`src/rtl/life_snapshot_reader_pkg.sv`:
```
// Shared life constants and snapshot-reader FSM encoding, used by the column ring,
// the seed loader and the snapshot reader.
package life_snapshot_reader_pkg;

    localparam int N_CELLS = 64;
    localparam int CNT_W   = 6;

    typedef enum logic [1:0] {
        ST_IDLE  = 2'd0,
        ST_ARM   = 2'd1,
        ST_SHIFT = 2'd2,
        ST_HOLD  = 2'd3
    } life_state_t;

endpackage

```
`src/rtl/life_snapshot_reader_if.sv`:
```
// Ring-side, control and snapshot signals of the snapshot reader.
// The slave side is the reader; the master side is the ring/consumer environment.
interface life_snapshot_reader_if;
    import life_snapshot_reader_pkg::*;

    logic               cell_in;
    logic [CNT_W-1:0]   cnt_in;
    logic               capture_req;
    logic               snap_ready;
    logic               clear_err;
    logic               snap_valid;
    logic [N_CELLS-1:0] snap_data;
    logic [CNT_W:0]     snap_pop;
    logic               busy;
    logic               overrun;
    logic               seq_err;

    modport master (
        output cell_in, cnt_in, capture_req, snap_ready, clear_err,
        input  snap_valid, snap_data, snap_pop, busy, overrun, seq_err
    );

    modport slave (
        input  cell_in, cnt_in, capture_req, snap_ready, clear_err,
        output snap_valid, snap_data, snap_pop, busy, overrun, seq_err
    );

endinterface

```
`src/rtl/life_bit_deserializer.sv`:
```
// Index-addressed serial-to-parallel capture with a live-cell count.
// Latency: result registers load on the commit cycle, including that cycle's bit.
// No backpressure: the owner decides when to start, shift and commit.
module life_bit_deserializer #(
    parameter int N_CELLS = 64,
    parameter int CNT_W   = 6
) (
    input  logic               clk,
    input  logic               rst_n,
    input  logic               start,
    input  logic               shift,
    input  logic               commit,
    input  logic               bit_in,
    input  logic [CNT_W-1:0]   idx,
    output logic [N_CELLS-1:0] snap_data,
    output logic [CNT_W:0]     snap_pop
);

    logic [N_CELLS-1:0] acc_data;
    logic [N_CELLS-1:0] acc_next;
    logic [CNT_W:0]     acc_pop;
    logic [CNT_W:0]     pop_next;

    always_comb begin
        acc_next      = acc_data;
        acc_next[idx] = bit_in;
    end

    // One extra count bit so a fully live ring reads 64 instead of wrapping to 0.
    assign pop_next = (start ? '0 : acc_pop) + (CNT_W+1)'(bit_in);

    always_ff @(posedge clk or negedge rst_n) begin
        if (!rst_n) begin
            acc_data  <= '0;
            acc_pop   <= '0;
            snap_data <= '0;
            snap_pop  <= '0;
        end else begin
            if (start || shift) begin
                acc_data <= acc_next;
                acc_pop  <= pop_next;
            end
            if (commit) begin
                snap_data <= acc_next;
                snap_pop  <= pop_next;
            end
        end
    end

endmodule

```
`src/rtl/life_snapshot_reader.sv`:
```
// Captures one full generation from a serial column ring into a parallel snapshot.
// Latency: snap_valid rises 65 cycles after the cnt_in==0 sample cycle (inclusive).
// Backpressure: snapshot held stable until snap_valid & snap_ready; extra requests flag overrun.
module life_snapshot_reader #(
    parameter int N_CELLS = 64,
    parameter int CNT_W   = 6
) (
    input logic                   clk,
    input logic                   rst_n,
    life_snapshot_reader_if.slave bus
);
    import life_snapshot_reader_pkg::life_state_t;
    import life_snapshot_reader_pkg::ST_IDLE;
    import life_snapshot_reader_pkg::ST_ARM;
    import life_snapshot_reader_pkg::ST_SHIFT;
    import life_snapshot_reader_pkg::ST_HOLD;

    localparam logic [CNT_W-1:0] LAST_IDX = CNT_W'(N_CELLS - 1);

    life_state_t      state;
    logic [CNT_W-1:0] last_cnt;
    logic             snap_valid_q;
    logic             busy_q;
    logic             overrun_q;
    logic             seq_err_q;

    logic at_zero;
    logic at_last;
    logic in_seq;
    logic start;
    logic shift;
    logic commit;
    logic handshake;
    logic ovr_set;
    logic seq_set;

    assign at_zero   = (bus.cnt_in == '0);
    assign at_last   = (bus.cnt_in == LAST_IDX);
    assign in_seq    = (bus.cnt_in == CNT_W'(last_cnt + 1'b1));
    assign start     = (state == ST_ARM) && at_zero;
    assign shift     = (state == ST_SHIFT) && in_seq;
    assign commit    = shift && at_last;
    assign handshake = (state == ST_HOLD) && bus.snap_ready;
    // A request landing on the handshake cycle is a legitimate back-to-back capture.
    assign ovr_set   = bus.capture_req && (state != ST_IDLE) && !handshake;
    assign seq_set   = (state == ST_SHIFT) && !in_seq;

    life_bit_deserializer #(
        .N_CELLS (N_CELLS),
        .CNT_W   (CNT_W)
    ) u_deser (
        .clk       (clk),
        .rst_n     (rst_n),
        .start     (start),
        .shift     (shift),
        .commit    (commit),
        .bit_in    (bus.cell_in),
        .idx       (bus.cnt_in),
        .snap_data (bus.snap_data),
        .snap_pop  (bus.snap_pop)
    );

    always_ff @(posedge clk or negedge rst_n) begin
        if (!rst_n) begin
            state        <= ST_IDLE;
            last_cnt     <= '0;
            snap_valid_q <= 1'b0;
            busy_q       <= 1'b0;
            overrun_q    <= 1'b0;
            seq_err_q    <= 1'b0;
        end else begin
            last_cnt  <= bus.cnt_in;
            overrun_q <= ovr_set | (overrun_q & ~bus.clear_err);
            seq_err_q <= seq_set | (seq_err_q & ~bus.clear_err);
            case (state)
                ST_IDLE: begin
                    if (bus.capture_req) begin
                        state  <= ST_ARM;
                        busy_q <= 1'b1;
                    end
                end
                ST_ARM: begin
                    if (at_zero) begin
                        state <= ST_SHIFT;
                    end
                end
                ST_SHIFT: begin
                    if (!in_seq) begin
                        state  <= ST_IDLE;
                        busy_q <= 1'b0;
                    end else if (at_last) begin
                        state        <= ST_HOLD;
                        busy_q       <= 1'b0;
                        snap_valid_q <= 1'b1;
                    end
                end
                ST_HOLD: begin
                    if (bus.snap_ready) begin
                        snap_valid_q <= 1'b0;
                        if (bus.capture_req) begin
                            state  <= ST_ARM;
                            busy_q <= 1'b1;
                        end else begin
                            state <= ST_IDLE;
                        end
                    end
                end
                default: begin
                    state        <= ST_IDLE;
                    busy_q       <= 1'b0;
                    snap_valid_q <= 1'b0;
                end
            endcase
        end
    end

    assign bus.snap_valid = snap_valid_q;
    assign bus.busy       = busy_q;
    assign bus.overrun    = overrun_q;
    assign bus.seq_err    = seq_err_q;

endmodule

```
`src/flat_wrapper.sv`:
```
// flat-port wrapper written by rule: the top's interface ports become plain ports
module life_snapshot_reader_flat import life_snapshot_reader_pkg::life_state_t; import life_snapshot_reader_pkg::ST_IDLE; import life_snapshot_reader_pkg::ST_ARM; import life_snapshot_reader_pkg::ST_SHIFT; import life_snapshot_reader_pkg::ST_HOLD;
#(
    parameter int N_CELLS = 64,
    parameter int CNT_W   = 6
)
  (clk, rst_n, bus_cell_in, bus_cnt_in, bus_capture_req, bus_snap_ready, bus_clear_err, bus_snap_valid, bus_snap_data, bus_snap_pop, bus_busy, bus_overrun, bus_seq_err);
  life_snapshot_reader_if bus_i ();
  input logic clk;
  input logic rst_n;
  input wire logic [$bits(bus_i.cell_in)-1:0] bus_cell_in;
  input wire logic [$bits(bus_i.cnt_in)-1:0] bus_cnt_in;
  input wire logic [$bits(bus_i.capture_req)-1:0] bus_capture_req;
  input wire logic [$bits(bus_i.snap_ready)-1:0] bus_snap_ready;
  input wire logic [$bits(bus_i.clear_err)-1:0] bus_clear_err;
  output wire logic [$bits(bus_i.snap_valid)-1:0] bus_snap_valid;
  output wire logic [$bits(bus_i.snap_data)-1:0] bus_snap_data;
  output wire logic [$bits(bus_i.snap_pop)-1:0] bus_snap_pop;
  output wire logic [$bits(bus_i.busy)-1:0] bus_busy;
  output wire logic [$bits(bus_i.overrun)-1:0] bus_overrun;
  output wire logic [$bits(bus_i.seq_err)-1:0] bus_seq_err;
  assign bus_i.cell_in = bus_cell_in;
  assign bus_i.cnt_in = bus_cnt_in;
  assign bus_i.capture_req = bus_capture_req;
  assign bus_i.snap_ready = bus_snap_ready;
  assign bus_i.clear_err = bus_clear_err;
  assign bus_snap_valid = bus_i.snap_valid;
  assign bus_snap_data = bus_i.snap_data;
  assign bus_snap_pop = bus_i.snap_pop;
  assign bus_busy = bus_i.busy;
  assign bus_overrun = bus_i.overrun;
  assign bus_seq_err = bus_i.seq_err;
  life_snapshot_reader #(.N_CELLS(N_CELLS), .CNT_W(CNT_W)) u_core (.clk(clk), .rst_n(rst_n), .bus(bus_i));
endmodule
```
`config.mk`:
```
export PLATFORM = sky130hd
export DESIGN_NAME = life_snapshot_reader_flat
export DESIGN_NICKNAME = d
export VERILOG_FILES = /design/src/rtl/life_snapshot_reader_pkg.sv /design/src/rtl/life_snapshot_reader_if.sv /design/src/rtl/life_bit_deserializer.sv /design/src/rtl/life_snapshot_reader.sv /design/src/flat_wrapper.sv
export SDC_FILE = /design/constraint.sdc
export NUM_CORES = 1
export LEC_CHECK = 0
export CAP_MARGIN = 20
export CORE_MARGIN = 1.5
export CORE_UTILIZATION = 40
export DETAILED_ROUTE_END_ITERATION = 7
export PLACE_DENSITY = 0.64
export SYNTH_ARGS = -nofsm -noshare
export SYNTH_HDL_FRONTEND = slang
export SYNTH_HIERARCHICAL = 1
export SYNTH_SLANG_ARGS = --single-unit
```
`constraint.sdc`:
```
create_clock -name clk -period 2.9 [get_ports clk]
set_input_delay 0.58 -clock clk [delete_from_list [all_inputs] [get_ports clk]]
set_output_delay 0.58 -clock clk [all_outputs]
set_load 0.01 [all_outputs]
```
==> flow_metrics.py, run 1 <==
metrics = {
    "placement": {
        "gp_congestion": 0.765,
        "placed_area_sq_mm": 0.00884,
        "place_ws_ns": -0.389,
        "place_inst": 1048,
        "portBuffers": 86,
        "dp_hpwl_um": 12800,
    },
    "route": {
        "first_pass_iters": 5,
        "vias": 5891,
        "viasPerCell": 5.45,
        "drc": 0,
        "wl_per_cell_um": 18.6,
        "drt_iter0_drc": 554,
        "drt-total-wl_um": 20100,
        "ant_nets": 0,
    },
    "clock_network": {
        "clk_pin_slew_ns": 0.06,
        "cts_made_buffers": 17,
        "ctsHoldBuffers": 0,
        "clockRootBuffer": "clkbuf_16",
        "cts_tree": "built",
        "cts_max_level": 4,
        "cts_sinks": 154,
        "clock_latency_ns": 0.44,
        "clock_path_buffers": 2,
    },
    "sta": {
        "hold_viol": 0,
        "layout_min_cycle_time_ns": 2.88,
        "finalSetupViolations": 0,
        "fin_tns_setup_ns": 0,
        "final.period_utilization_pct": 99.5,
        "max_freq_mhz": 347,
        "worst-slew-pin-transition_ns": 0.645,
        "postLayoutSetupSlackWorst_ns": 0.0154,
        "slew_headroom_pct": 57.0,
        "skew_ns": 0.0122,
        "drv_slew": 0,
    },
    "floorplan": {
        "die-area_sq_mm": 0.0197,
        "floorplan.rows": 50,
        "die-height_um": 140,
        "start_util_pct": 40.6,
        "die_x_um": 140,
        "coreArea_sq_mm": 0.0186,
        "io_pins": 87,
    },
    "logic_synthesis": {
        "synth_area_sq_mm": 0.00754,
        "async_flop_share_pct": 100,
        "netlist.area_leader.share_pct": 51.1,
        "synth_area_per_cell_sq_um": 10.1,
        "synth-edff-count": 0,
        "synth_largest_area_cell": "dfrtp_1",
        "yosys-top-cells-count": "dfrtp_1, nor2_1, nand2_1",
        "synth_fp_nets": 760,
        "synth_warnings": 6,
        "synth-main-ff-cell": "dfrtp_1",
        "ys_types": 56,
        "seq_area_frac_synth_pct": 51.1,
        "synthTopCellsByArea": "dfrtp_1, mux2_2, a31oi_1",
        "yosysMostFrequentCell": "dfrtp_1",
        "synth_seq_cells": 154,
        "synthCells": 745,
    },
    "cells_and_area": {
        "diodes": 0,
        "final_util_pct": 51.0,
        "fin_cells": 1080,
        "area_growth_pct": 25.7,
        "fin_nets": 848,
        "final_cell_area_sq_mm": 0.00948,
        "drive_above_1_share_pct": 21.0,
    },
    "pwr": {
        "power.density_mw_per_mm2": 513,
        "vdd_drop_max_mv": 0.419,
        "p_leak_nw": 4.04,
    },
    "worst_setup_path": {
        "critical_path_class": "input port to flip-flop",
        "crit_fanout": 30,
        "critical_path_required_ns": 3.21,
        "crit_arrival_ns": 3.20,
        "ff2ff_path_depth": 10,
        "end_kind": "flip-flop",
        "startpoint_type": "input port",
    },
    "global_routing": {
        "grt_usage_pct": 21.2,
        "grt_max_degree": 67,
        "antenna_found_initial": 0,
        "first_global_vias": 5721,
        "overflow": 0,
        "grt_pass1_wl_um": 32000,
    },
    "min_path": {
        "hold_path.class": "input port to async pin",
    },
    "outcome": {
        "status": "completed",
    },
    "job": {
        "maxCapViolCount": 0,
    },
}
registers in the layout, summed over array words and instances (netlist names):
name	flops
u_core/state	2
u_core/bus.busy	1
u_core/u_deser/snap_pop	7
u_core/bus.overrun	1
u_core/last_cnt	6
u_core/bus.seq_err	1
u_core/u_deser/acc_data	64
u_core/u_deser/acc_pop	7
u_core/bus.snap_valid	1
u_core/u_deser/snap_data	64
timing repair:
action / 4_1_cts / 5_1_grt
endpoints found under the hold margin: 0 / 0
setup endpoints to repair: 0 / 51
setup buffers: 0 / 0
resized for setup: 0 / 5
metal layers:
layer | up-vias | global-route usage [%] | part of all wire [%]
met5 | - | 0 | 0
met2 | 139 | 33.9 | 47
met3 | 28 | 3.66 | 3.9
met4 | 0 | 7.48 | 2.5
met1 | 2897 | 29.1 | 46
li1 | 2827 | - | -
metrics by stage:
stage	hold WS (ns)	power, mW
6_report	0.150	4.87
5_1_grt	0.189	5.02
4_1_cts	0.177	4.89
3_5_place_dp	0.470	2.57
3_3_place_gp	0.461	2.57
2_1_floorplan	0.284	2.40
where the power goes:
group          internal [mW]  leakage, nW  switching, mW
combinational          0.122         1.64          0.218
clock                   1.38        0.291          0.960
sequential              2.17         2.11         0.0182
total                   3.67         4.04           1.20
worst max-delay path, cell delays in order:
cell and delay, ns:
clkdlybuf4s50_1 0.54, or4_1 0.54, or4_4 0.51, clkinv_2 0.09, buf_12 0.11, nor2_4 0.05
buf_12 0.16, nor3_1 0.23, mux2_2 0.37
area by class of cell:
| type | instances | area [sq um] |
|---|---|---|
| fill | 1668 | 9100 |
| sequential | 154 | 3850 |
| multi-input combinational | 510 | 3280 |
| timing repair buffer | 144 | 1410 |
| clock buffer | 18 | 429 |
| tap | 234 | 293 |
| clock inverter | 14 | 188 |
| inverter | 6 | 23.8 |
cell families after synthesis:
logic type | Yosys count | synth area share (%)
AND/OR/NAND/NOR | 271 | 19.0
AO/OA/AOI/OAI | 155 | 12.1
flip-flops | 154 | 51.1
buffers and inverters | 81 | 5.61
multiplexers | 70 | 10.4
XOR/XNOR | 11 | 1.28
adder cells (fa/ha/maj) | 3 | 0.498
cell usage in the layout (no fill, tap or decap), types with 8 or more instances in the layout:
master and count:
clkbuf_16 17, nand2_1 73, buf_4 48, dfrtp_1 154
nor2_1 75, nor3_2 12, clkdlybuf4s50_1 84, mux2_2 62
nor3_1 48, a31oi_1 67, o21ai_0 68, buf_12 8
final timing paths:
path / start / end / slack, ns
setup / recovery: bus_cnt_in[4] / u_core/u_deser/acc_data[26] / 0.02
hold / removal: rst_n / u_core/u_deser/snap_data[2] / 0.15
setup reg to reg: u_core/last_cnt[0] / u_core/u_deser/acc_data[26] / 0.35
hold reg to reg: u_core/u_deser/acc_pop[6] / u_core/u_deser/acc_pop[6] / 0.48
max in group asynchronous: rst_n / u_core/u_deser/acc_pop[0] / 1.91
min in group clk: u_core/u_deser/acc_pop[6] / u_core/u_deser/acc_pop[6] / 0.48
No activity file was read; power rests on OpenSTA's default activity.
==> inputs of run 2 (changes only) <==
Settings changed: ABC_CLOCK_PERIOD_IN_PS set to 2900, SYNTH_HIERARCHICAL 1 to unset.
==> run 2 against run 1 <==
  * Final area shrank 1.7%
  * Register-to-register slack got worse by 0.06 ns
  * Global-route usage is 2.6 points lower
  * Largest cell class unchanged
  * Critical path depth decreased by 1
  * Total power is 3.9% lower
==> flow_metrics.py, run 2 <==
metrics = {
    "floorplan": {
        "die-height_um": 138,
        "die_x_um": 138,
        "coreArea_sq_mm": 0.0180,
        "floorplan.rows": 49,
        "start_util_pct": 40.8,
        "die-area_sq_mm": 0.0191,
        "io_pins": 87,
    },
    "clock_network": {
        "post_cts_resized": 0,
        "clock_latency_ns": 0.44,
        "cts_sinks": 153,
        "clock_path_buffers": 2,
        "clockRootBuffer": "clkbuf_16",
        "post_cts_buffers": 0,
        "cts_tree": "built",
        "ctsHoldBuffers": 0,
        "clk_pin_slew_ns": 0.06,
        "cts_made_buffers": 17,
        "cts_max_level": 4,
    },
    "sta": {
        "rsz0062_at_grt": "no",
        "drv_slew": 0,
        "whs_ns": 0.115,
        "postLayoutSetupSlackWorst_ns": 0.275,
        "skew_ns": 0.00865,
        "finalSetupViolations": 0,
        "layout_min_cycle_time_ns": 2.63,
        "final.period_utilization_pct": 90.5,
        "hold_viol": 0,
        "max_freq_mhz": 381,
        "worst-slew-pin-transition_ns": 0.988,
        "slew_headroom_pct": 33.8,
    },
    "job": {
        "maxCapViolCount": 0,
    },
    "worst_setup_path": {
        "reg2reg_to": "u_core.u_deser.acc_data[0]",
        "end_kind": "flip-flop",
        "ff2ff_path_depth": 8,
        "rr_startpoint": "u_core.last_cnt[0]",
        "r2r_slack_ns": 0.29,
        "critPathLaunch": "bus_cnt_in[2]",
        "critical_path_required_ns": 3.21,
        "startpoint_type": "input port",
        "critical_path_class": "input port to flip-flop",
        "critPathCapture": "u_core.u_deser.acc_data[0]",
        "crit_fanout": 7,
        "crit_arrival_ns": 2.94,
    },
    "route": {
        "wl_per_cell_um": 16.2,
        "drc": 0,
        "vias": 5423,
        "drt_iter0_drc": 369,
        "ant_nets": 0,
        "viasPerCell": 5.16,
        "first_pass_iters": 5,
        "drt-total-wl_um": 17000,
    },
    "cells_and_area": {
        "final_util_pct": 51.8,
        "top_register": "u_core.u_deser.snap_data",
        "largest_reg_flops": 64,
        "final_common_cell": "dfrtp_1",
        "reg_top3": "u_core.u_deser.snap_data x64, u_core.u_deser.acc_data x63",
        "diodes": 0,
        "fin_nets": 823,
        "drive_above_1_share_pct": 15.8,
        "area_growth_pct": 27.0,
        "final_cell_mix": "dfrtp_1, nor2_1, clkdlybuf4s50_1",
    },
    "pwr": {
        "p_leak_nw": 4.33,
        "totalPowerFinal_mw": 4.68,
        "vdd_drop_max_mv": 0.429,
        "power.density_mw_per_mm2": 502,
    },
    "logic_synthesis": {
        "synthCells": 703,
        "synth-main-ff-cell": "dfrtp_1",
        "synth_area_per_cell_sq_um": 10.4,
        "netlist.area_leader.share_pct": 52.2,
        "async_flop_share_pct": 100,
        "synth_area_sq_mm": 0.00733,
        "synth_fp_nets": 718,
        "ys_types": 45,
        "synth-edff-count": 0,
        "synthTopCellsByArea": "dfrtp_1, mux2i_1, mux2_1",
        "synth_warnings": 0,
        "seq_area_frac_synth_pct": 52.2,
        "yosys-top-cells-count": "dfrtp_1, nor2_1, nand2_1",
        "synth_seq_cells": 153,
        "yosysMostFrequentCell": "dfrtp_1",
        "synth_largest_area_cell": "dfrtp_1",
    },
    "placement": {
        "portBuffers": 86,
        "place_ws_ns": -0.168,
        "gp_congestion": 0.851,
        "dp_hpwl_um": 11700,
    },
    "global_routing": {
        "overflow": 0,
        "grt_usage_pct": 18.6,
        "antenna_found_initial": 0,
        "first_global_vias": 5473,
        "grt_max_degree": 89,
        "grt_pass1_wl_um": 28100,
    },
    "outcome": {
        "status": "completed",
    },
    "min_path": {
        "hold_path.class": "input port to async pin",
    },
}
## run 2: cell count changes in the layout (fill, tap and decap cells not counted), moves of 5 or more
cell / change
a31oi_1: -60
o21ai_0: -58
a21oi_1: +55
mux2i_1: +55
nand3_1: +45
nor3_1: -44
mux2_1: +32
mux2_2: -30
nor2_1: +22
nor3_2: -10
or3b_1: -6
xnor2_1: +6
and4b_1: -5
## run 2: final cells by class
class / instances / area (sq um)
Timing Repair Buffer: 138 / 1340
Tap cell: 229 / 287
Fill cell: 1576 / 8650
Clock inverter: 12 / 150
Clock buffer: 20 / 447
Inverter: 6 / 22.5
Multi-Input combinational cell: 492 / 3240
Sequential cell: 153 / 3830
## run 2: layer usage
layer | global-route usage [%] | wire length, um | up-vias
met5 | 0 | 0 | -
li1 | - | - | 2625
met1 | 25.2 | 8010 | 2661
met3 | 4.16 | 744 | 18
met2 | 29.9 | 8050 | 119
met4 | 5.71 | 196 | 0
## run 2: worst min-delay path by stage
stage | startpoint | endpoint | slack, ns
floorplan | rst_n | u_core.bus.busy | 0.28
global placement | u_core.u_deser.acc_data[7] | u_core.u_deser.acc_data[7] | 0.47
detailed placement | u_core.u_deser.acc_data[15] | u_core.u_deser.acc_data[15] | 0.48
CTS | rst_n | u_core.u_deser.snap_data[54] | 0.15
global route | rst_n | u_core.u_deser.snap_data[51] | 0.18
finish | rst_n | u_core.u_deser.snap_data[54] | 0.12
## run 2: logic make-up after synthesis
kind of cell | after synthesis | share of synthesized area, %
multiplexers | 127 | 18.5
AO/OA/AOI/OAI | 87 | 6.47
AND/OR/NAND/NOR | 259 | 16.2
buffers and inverters | 58 | 3.99
XOR/XNOR | 16 | 2.01
flip-flops | 153 | 52.2
adder cells (fa/ha/maj) | 3 | 0.512
## run 2: report_power, final
part | total [mW] | internal (mW) | switching [mW]
registers | 2.17 | 2.15 | 0.0133
clock network | 2.24 | 1.37 | 0.868
logic | 0.275 | 0.101 | 0.174
## run 2: critical path: stages
cell             delay (ns)
clkdlybuf4s50_1        0.48
o21ba_2                0.26
o21ai_0                0.07
a31oi_1                0.71
buf_4                  0.30
o21ai_2                0.10
nand3_1                0.10
mux2_2                 0.33
## run 2: stage by stage
step	std cells	area, sq um	TNS (ns)
4_1_cts	1050	9310	0
2_1_floorplan	703	7340	0
6_report	1050	9310	0
3_5_place_dp	1018	8710	-10.76
3_3_place_gp	1018	8710	-8.31
5_1_grt	1050	9310	0
==> inputs of run 3 (changes only) <==
Settings changed: CELL_PAD_IN_SITES_DETAIL_PLACEMENT set to 1, CELL_PAD_IN_SITES_GLOBAL_PLACEMENT set to 1, PLACE_DENSITY 0.64 to 0.78.
==> run 3 against run 2 <==
  * Largest power group is now sequential cells
  * Total power fell by 2.8%
  * Cell count fell by 0.57%
  * Critical path type unchanged
  * Clock power fell by 7%
  * Highest routed layer unchanged
  * Largest cell class unchanged
  * Global-route usage rose by 3.3 points
==> flow_metrics.py, run 3 (same netlist as run 2, synthesis figures left out) <==
metrics = {
    "sta": {
        "drv_slew": 0,
        "rsz0062_at_grt": "no",
        "max_freq_mhz": 373,
        "hold_viol": 0,
        "final.period_utilization_pct": 92.4,
        "finalSetupViolations": 0,
        "whs_ns": 0.146,
        "worst-slew-pin-transition_ns": 0.995,
        "fin_tns_setup_ns": 0,
        "skew_ns": 0.00709,
        "slew_headroom_pct": 33.3,
        "postLayoutSetupSlackWorst_ns": 0.222,
        "layout_min_cycle_time_ns": 2.68,
    },
    "pwr": {
        "p_sw_share_pct": 23.9,
        "p_sw_mw": 1.09,
        "p_int_mw": 3.46,
        "p_leak_nw": 4.29,
        "power.share.clock_pct": 46.0,
        "power.density_mw_per_mm2": 494,
        "vdd_drop_max_mv": 0.423,
        "seqPwrFrac_pct": 47.7,
        "combPwrFrac_pct": 6.4,
    },
    "placement": {
        "placed_area_sq_mm": 0.00864,
        "place_inst": 1012,
        "dp_hpwl_um": 13300,
        "portBuffers": 86,
        "gp_congestion": 0.801,
        "place_ws_ns": -0.189,
    },
    "outcome": {
        "status": "completed",
    },
    "clock_network": {
        "clk_pin_slew_ns": 0.06,
        "clock_latency_ns": 0.44,
        "post_cts_buffers": 0,
        "clock_path_buffers": 2,
        "cts_made_buffers": 17,
        "post_cts_resized": 0,
        "cts_max_level": 4,
        "cts_tree": "built",
        "clockRootBuffer": "clkbuf_16",
        "cts_sinks": 153,
        "ctsHoldBuffers": 0,
    },
    "worst_setup_path": {
        "critical_path_class": "input port to flip-flop",
        "r2r_slack_ns": 0.24,
        "cpPeakStageDelay_ns": 0.53,
        "startpoint_type": "input port",
        "crit_fanout": 31,
        "critical_path_required_ns": 3.21,
        "crit_arrival_ns": 2.98,
        "slowest_stage": "or4b_1",
        "ff2ff_path_depth": 9,
        "cp_cell_sequence": "clkdlybuf4s50_1 > xor2_2 > xnor2_1 > or4b_1 > buf_4 > nor2_8 > buf_12 > nand3_1 > mux2_1",
        "reg2reg_to": "u_core.u_deser.acc_data[52]",
        "end_kind": "flip-flop",
        "rr_startpoint": "u_core.last_cnt[0]",
    },
    "cells_and_area": {
        "final_cell_area_sq_mm": 0.00921,
        "area_growth_pct": 25.7,
        "drive_above_1_share_pct": 15.2,
        "top_register": "u_core.u_deser.snap_data",
        "final_cell_mix": "dfrtp_1, nor2_1, clkdlybuf4s50_1",
        "fin_nets": 818,
        "diodes": 0,
        "largest_reg_flops": 64,
        "reg_top3": "u_core.u_deser.snap_data x64, u_core.u_deser.acc_data x63",
        "final_common_cell": "dfrtp_1",
        "fin_cells": 1044,
    },
    "global_routing": {
        "grt_pass1_wl_um": 33600,
        "antenna_found_initial": 0,
        "first_global_vias": 6235,
        "grt_max_degree": 126,
        "overflow": 0,
        "grt_usage_pct": 21.9,
    },
    "min_path": {
        "hold_path.class": "input port to async pin",
    },
    "floorplan": {
        "coreArea_sq_mm": 0.0180,
        "die-area_sq_mm": 0.0191,
        "die-height_um": 138,
        "die_x_um": 138,
        "io_pins": 87,
        "floorplan.rows": 49,
        "start_util_pct": 40.8,
    },
    "route": {
        "first_pass_iters": 6,
        "drt-total-wl_um": 20100,
        "ant_nets": 0,
        "drc": 0,
        "vias": 5658,
        "drt_iter0_drc": 282,
        "wl_per_cell_um": 19.3,
        "viasPerCell": 5.42,
    },
    "job": {
        "maxCapViolCount": 0,
    },
}
[run 3: layer usage]
metal	part of all wire [%]	up-vias	GRT usage, %
met5	0	-	0
li1	-	2615	-
met3	3.3	33	4.16
met1	44	2897	28.6
met4	1.9	0	7.09
met2	51	113	36.9
[run 3: worst max-delay path by stage]
| stage | from | endpoint | cells past startpoint |
|---|---|---|---|
| 4_1_cts | bus_cnt_in[3] | u_core.u_deser.snap_data[7] | 10 |
| 5_1_grt | u_core.last_cnt[0] | u_core.u_deser.snap_data[7] | 10 |
| 3_5_place_dp | bus_cnt_in[3] | u_core.u_deser.snap_data[7] | 10 |
| 6_report | bus_cnt_in[3] | u_core.u_deser.acc_data[52] | 9 |
| 3_3_place_gp | bus_cnt_in[3] | u_core.u_deser.snap_data[23] | 10 |
| 2_1_floorplan | bus_cnt_in[1] | u_core.u_deser.acc_pop[6] | 11 |
[run 3: power by group through the flow]
stage	clock network (mW)	registers, mW	logic [mW]
global route	2.20	2.17	0.316
floorplan	0	2.21	0.133
global placement	0	2.20	0.270
detailed placement	0	2.21	0.284
finish	2.09	2.17	0.289
CTS	2.11	2.17	0.288
[run 3: layout make-up]
type | count | area (sq um)
Tap cell | 229 | 287
Clock buffer | 21 | 460
Multi-Input combinational cell | 492 | 3240
Inverter | 6 | 22.5
Clock inverter | 10 | 77.6
Fill cell | 1926 | 8750
Timing Repair Buffer | 133 | 1290
Sequential cell | 153 | 3830
[run 3: metrics by stage]
stage,total power [mW],util [%]
2_1_floorplan,2.34,-
6_report,4.55,51.3
5_1_grt,4.68,51.3
4_1_cts,4.57,51.1
3_3_place_gp,2.47,48.1
3_5_place_dp,2.49,48.1
[run 3: critical path, delay by kind of cell]
family        cells  cell delay (ns)
xor+xnor          2             0.36
buf+inv           3             0.88
mux               1             0.37
simple gates      3             0.78
